--- src/rtl/hazard_ctrl.sv ---
// Pipeline sequencer for the 5-stage RV32 core: stall/clear controls, EX operand
// forwarding selects, and a timed wait state for multi-cycle data-memory accesses.
module hazard_ctrl #(
    parameter int TIMEOUT = 16,
    parameter int CNT_W   = 32
) (
    input  logic             clk,
    input  logic             rst,
    input  logic [4:0]       rs1D,
    input  logic [4:0]       rs2D,
    input  logic             useRs1D,
    input  logic             useRs2D,
    input  logic [4:0]       rs1E,
    input  logic [4:0]       rs2E,
    input  logic [4:0]       rdE,
    input  logic             RegWEnE,
    input  logic [1:0]       WBselE,
    input  logic             pcSelE,
    input  logic [4:0]       rdM,
    input  logic             RegWEnM,
    input  logic             memValidM,
    input  logic             memReady,
    input  logic [4:0]       rdW,
    input  logic             RegWEnW,
    output logic             stallF,
    output logic             stallD,
    output logic             stallE,
    output logic             stallM,
    output logic             clearD,
    output logic             clearE,
    output logic             clearM,
    output logic             clearW,
    output logic [1:0]       fwdA,
    output logic [1:0]       fwdB,
    output logic             memErr,
    output logic [CNT_W-1:0] stallCount
);

    localparam int              WC_W    = $clog2(TIMEOUT) + 1;
    localparam logic [WC_W-1:0] WC_LAST = WC_W'(TIMEOUT - 1);

    typedef enum logic {RUN, MEM_WAIT} state_t;

    state_t           state_q, state_d;
    logic [WC_W-1:0]  waitCnt_q, waitCnt_d;
    logic             memErr_q, memErr_d;
    logic [CNT_W-1:0] stallCount_q, stallCount_d;
    logic             loadE;
    logic             loadUse;
    logic             runCtrl;

    // MEM-stage result is younger than WB, so it wins; x0 never forwards.
    function automatic logic [1:0] fwd_sel(input logic [4:0] rs,
                                           input logic       wenM,
                                           input logic [4:0] dM,
                                           input logic       wenW,
                                           input logic [4:0] dW);
        if (wenM && dM != 5'd0 && dM == rs)
            return 2'd1;
        else if (wenW && dW != 5'd0 && dW == rs)
            return 2'd2;
        else
            return 2'd0;
    endfunction

    always_comb begin
        state_d   = state_q;
        waitCnt_d = waitCnt_q;
        memErr_d  = memErr_q;
        stallF    = 1'b0;
        stallD    = 1'b0;
        stallE    = 1'b0;
        stallM    = 1'b0;
        clearD    = 1'b0;
        clearE    = 1'b0;
        clearM    = 1'b0;
        clearW    = 1'b0;
        runCtrl   = 1'b0;

        loadE   = RegWEnE && (WBselE == 2'd0) && (rdE != 5'd0);
        loadUse = loadE && ((useRs1D && rs1D == rdE) || (useRs2D && rs2D == rdE));

        unique case (state_q)
            RUN: begin
                if (memValidM && !memReady) begin
                    {stallF, stallD, stallE, stallM, clearW} = 5'b11111;
                    state_d   = MEM_WAIT;
                    waitCnt_d = WC_W'(1);
                end else begin
                    runCtrl = 1'b1;
                end
            end
            MEM_WAIT: begin
                if (memReady) begin
                    state_d   = RUN;
                    waitCnt_d = '0;
                    runCtrl   = 1'b1;
                end else if (waitCnt_q == WC_LAST) begin
                    // Abandon the access: the EX/MEM contents are dropped and the error latched.
                    clearM    = 1'b1;
                    memErr_d  = 1'b1;
                    state_d   = RUN;
                    waitCnt_d = '0;
                    runCtrl   = 1'b1;
                end else begin
                    {stallF, stallD, stallE, stallM, clearW} = 5'b11111;
                    waitCnt_d = waitCnt_q + WC_W'(1);
                end
            end
            default: begin
                state_d   = RUN;
                waitCnt_d = '0;
            end
        endcase

        // A taken branch squashes the dependent decode instruction, so it overrides load-use.
        if (runCtrl) begin
            if (pcSelE) begin
                clearD = 1'b1;
                clearE = 1'b1;
            end else if (loadUse) begin
                stallF = 1'b1;
                stallD = 1'b1;
                clearE = 1'b1;
            end
        end

        fwdA = fwd_sel(rs1E, RegWEnM, rdM, RegWEnW, rdW);
        fwdB = fwd_sel(rs2E, RegWEnM, rdM, RegWEnW, rdW);

        if (rst) begin
            {stallF, stallD, stallE, stallM} = 4'b0000;
            {clearD, clearE, clearM, clearW} = 4'b1111;
            fwdA = 2'd0;
            fwdB = 2'd0;
        end

        stallCount_d = stallCount_q + CNT_W'(stallF);
    end

    always_ff @(posedge clk) begin
        if (rst) begin
            state_q      <= RUN;
            waitCnt_q    <= '0;
            memErr_q     <= 1'b0;
            stallCount_q <= '0;
        end else begin
            state_q      <= state_d;
            waitCnt_q    <= waitCnt_d;
            memErr_q     <= memErr_d;
            stallCount_q <= stallCount_d;
        end
    end

    assign memErr     = memErr_q;
    assign stallCount = stallCount_q;

endmodule

--- config.mk ---
export PLATFORM = sky130hd
export DESIGN_NAME = hazard_ctrl
export DESIGN_NICKNAME = d
export VERILOG_FILES = /design/src/rtl/hazard_ctrl.sv
export SDC_FILE = /design/constraint.sdc
export NUM_CORES = 1
export LEC_CHECK = 0
export BUFFER_PORTS_ARGS = -buffer_cell sky130_fd_sc_hd__buf_2
export CORE_MARGIN = 10
export CORE_UTILIZATION = 25
export DETAILED_ROUTE_END_ITERATION = 16
export GPL_TIMING_DRIVEN = 1
export PLACE_DENSITY = 0.51
export SKIP_CTS_REPAIR_TIMING = 1
export SYNTH_ARGS = -nofsm -noshare
export SYNTH_HDL_FRONTEND = slang
export SYNTH_SLANG_ARGS = --single-unit
--- constraint.sdc ---
create_clock -name clk -period 2.65 [get_ports clk]
set_clock_uncertainty 0.1 [all_clocks]
set_input_delay 0.1325 -clock clk [delete_from_list [all_inputs] [get_ports clk]]
set_output_delay 0.1325 -clock clk [all_outputs]
set_load 0.02 [all_outputs]
==> summary.txt <==
Yosys
  • Syn Nets: 317
  • Mapped Area: 2270 um2
  • Biggest area consumer among synthesized cells: dfxtp_1
  • Seq cells post-synth: 39
  • Synth top area share: 0.345
  • Count of flip-flops with a built-in enable after synthesis: 0
  • Distinct cells, synth: 40
  • Top FF cell, synth: dfxtp_1
  • Mean Syn Cell Area: 8.49 um2
  • Async set-reset flop share out of synthesis: 0
  • Seq/Total Area, Yosys: 0.345
  • Largest cells by area after synthesis: dfxtp_1 (34%), xor2_1 (10%), xnor2_1 (5.4%)
  • Yosys warnings: 0
  • Synth Instances: 267

Cells and area
  • Ratio of cells with drive above 1 in the final layout: 0.381
  • Net count, final: 430
  • FF/Latch Area: 783 um2
  • Multi-input logic area: 1470 um2
  • Area growth syn-to-layout: 40.5%
  • Post-route cell area: 3180 um2
  • Number of fill cells: 937
  • ANT cells: 0
  • Final non-filler cell total: 489

Floorplanning
  • Initial core utilization: 0.259
  • I/O pins: 92
  • Die Area: between 10000 and 15000 um2
  • Core footprint: ~9000 um2
  • # rows: 34
  • Die Span X: 115 um
  • DIE HEIGHT: 115 um

Timing
  • Max-slew violation count: 0
  • RSZ-0062 raised after global routing: true
  • Slew headroom: 0.679
  • Period utilisation layout: 0.953
  • Worst Tran Pin Value: ~0.48 ns
  • Fin crit period: between 2 and 3 ns
  • Max Freq: 396 MHz
  • Final Hold Viols: 0
  • Final setup fails: 0
  • WHS: 0.0241 ns

Route
  • Via Count: ~2400
  • Initial drt markers: 107
  • WL/cell: around 14 um
  • Pre-Repair DR Iteration Count: 4
  • DRC viols: 0
  • Routed Antenna Nets: 0
  • Final wirelength: approximately 6800 um
  • Drt via density: approximately 5

CTS
  • Clock latency on the worst-skew pair: just under 0.3 ns
  • Clock Root Buffer: clkbuf_8
  • H-tree levels: 2
  • CTS tree: done
  • TritonCTS Buffers: 5
  • CTS clk-pin slew, worst paths: 0.07 ns
  • Clock buffer depth: 2
  • Clock Sink Count: 39

Critical path
  • Critical Path End Type: register
  • Setup Crit Path Kind: register to register
  • Startpoint Class: register
  • CP cell instances: ha_2 -> nand4b_1 -> a32oi_1 -> buf_4 -> o41ai_4 -> ha_2 -> ha_2 -> buf_6 -> nand4_4 -> buf_6 -> or4_1 -> a21oi_1
  • Slowest-stage cell, CP: or4_1
  • CP required: around 2.8 ns
  • Crit path DAT: 2.65 ns
  • Most numerous cell on the critical path: ha_2
  • Largest stage delay, worst path: 0.39 ns
  • Crit path max fanout: 6

Status
  • Outcome: finished clean

Power
  • Peak VDD IR: 0.154 mV
  • P_leak: 0.00136 uW
  • PD cells: roughly 380 nW/um2

Min path
  • Hold crit path type: input port to register

Global route
  • Initial antenna violation count: 0
  • Vias in the first global route: 2423
  • First-pass GRT wire length: 11200 um
  • Maximum number of pins on one net before global-route repair: 28
  • Total grt overflow: 0
  • Gr usage total: 0.100

Placement
  • Area post-placement: ~3000 um2
  • Final Wtd Congestion: 0.805
  • Total placed cells including tap cells: 478
  • DP HPWL: 5450 um
  • Port bufs: between 90 and 100

Flow run
  • Max Cap Violations: 0
-- Yosys cell counts, types with 3 or more instances --
cell type   n
inv_1       7
nor3_1      3
nand3_1    13
o21ai_0     9
clkbuf_1    7
and2_1      4
dfxtp_1    39
nor2b_1     5
or4_1      15
xnor2_1    14
nor2_1     18
xor2_1     27
nor4_1      7
buf_4       3
ha_1        3
o31ai_1    11
a21oi_1    22
and4_1      3
or3_1       9
nand2_1    14
nand4_1     8
-- registers in the layout (all words and copies together) (netlist names) --
name / flops
stallCount: 32
waitCnt_q: 5
memErr: 1
state_q: 1
-- final cells by class --
class | count | share of cell area
clock buffers | 8 | 0.0314
inverters | 7 | 0.00825
multi-input cells | 209 | 0.463
flip-flops and latches | 39 | 0.246
well taps | 108 | 0.0424
repair buffers | 118 | 0.209
-- power by group --
part           total [uW]  switching [uW]  internal [uW]
registers             592            2.23            590
clock network         442             205            238
logic                 177            94.6           82.3
-- metal layers --
metal	vias to the layer above	track usage	part of all wire	wire, um
li1	1208	-	-	-
met1	1096	0.118	0.45	3050
met2	78	0.156	0.43	2910
met3	8	0.0505	0.11	720
met4	0	0.0272	0.011	77
met5	-	0	0	0
-- final timing paths --
check	end	slack [ns]	depth (start not counted)	startpoint
max	stallCount[30]	0.12	12	waitCnt_q[0]
min	waitCnt_q[1]	0.02	2	rst
max reg2reg	stallCount[30]	0.12	12	waitCnt_q[0]
min reg2reg	memErr	0.35	2	memErr
-- kinds of logic after synthesis --
family	Yosys count	synth area share
flops	39	0.345
xor+xnor	41	0.158
simple gates	111	0.293
buf+inv	19	0.0398
compound gates	53	0.143
fa+ha+maj	3	0.0166
mux	1	0.00497
-- critical path, delay by kind of cell, from the launching register on --
family | cells | cell delay (ns)
adders and majority gates | 3 | 0.61
buffers and inverters | 3 | 0.47
and+or+nand+nor | 3 | 0.66
AOI/OAI and AO/OA | 3 | 0.29
DFF | 1 | 0.33
-- per-stage QoR --
| step | setup WS, ns | TNS [ns] | power, uW | utilization |
|---|---|---|---|---|
| after detailed placement | -0.190 | -2.47 | 782 | 0.343 |
| after global routing | -0.0103 | -0.0103 | 1270 | 0.363 |
| after floorplan | -0.0122 | -0.0506 | 695 | - |
| after CTS | 0.0929 | 0 | 1240 | 0.355 |
| final | 0.124 | 0 | 1210 | 0.363 |
| after global placement | -0.160 | -2.30 | 780 | 0.343 |
-- cells in the final DEF (no fill, tap or decap), types with 2 or more instances in the layout --
cell      netlist  layout
nor3_1          3       3
nor3b_1         2       2
nor4_1          7       6
a21oi_1        22      20
xnor2_1        14      14
nand4_4         1       3
inv_1           7       7
dfxtp_1        39      37
a21oi_2         0       2
xor2_1         27      27
nand2b_1        2       2
and2_1          4       4
and4_1          3       3
buf_2           0      91
nand3_1        13      13
buf_4           3      25
or3_1           9       9
a22oi_1         2       2
buf_6           1       2
o31ai_1        11      10
and4_4          2       2
clkbuf_8        0       7
o211ai_1        2       2
or4_1          15      14
nor2b_1         5       5
nor2_1         18      18
o21ai_0         9       9
ha_2            0       3
nand4_1         8       8
nand2_2         0       2
nand2_1        14      12
dfxtp_2         0       2
No activity file was read; power rests on OpenSTA's default activity.
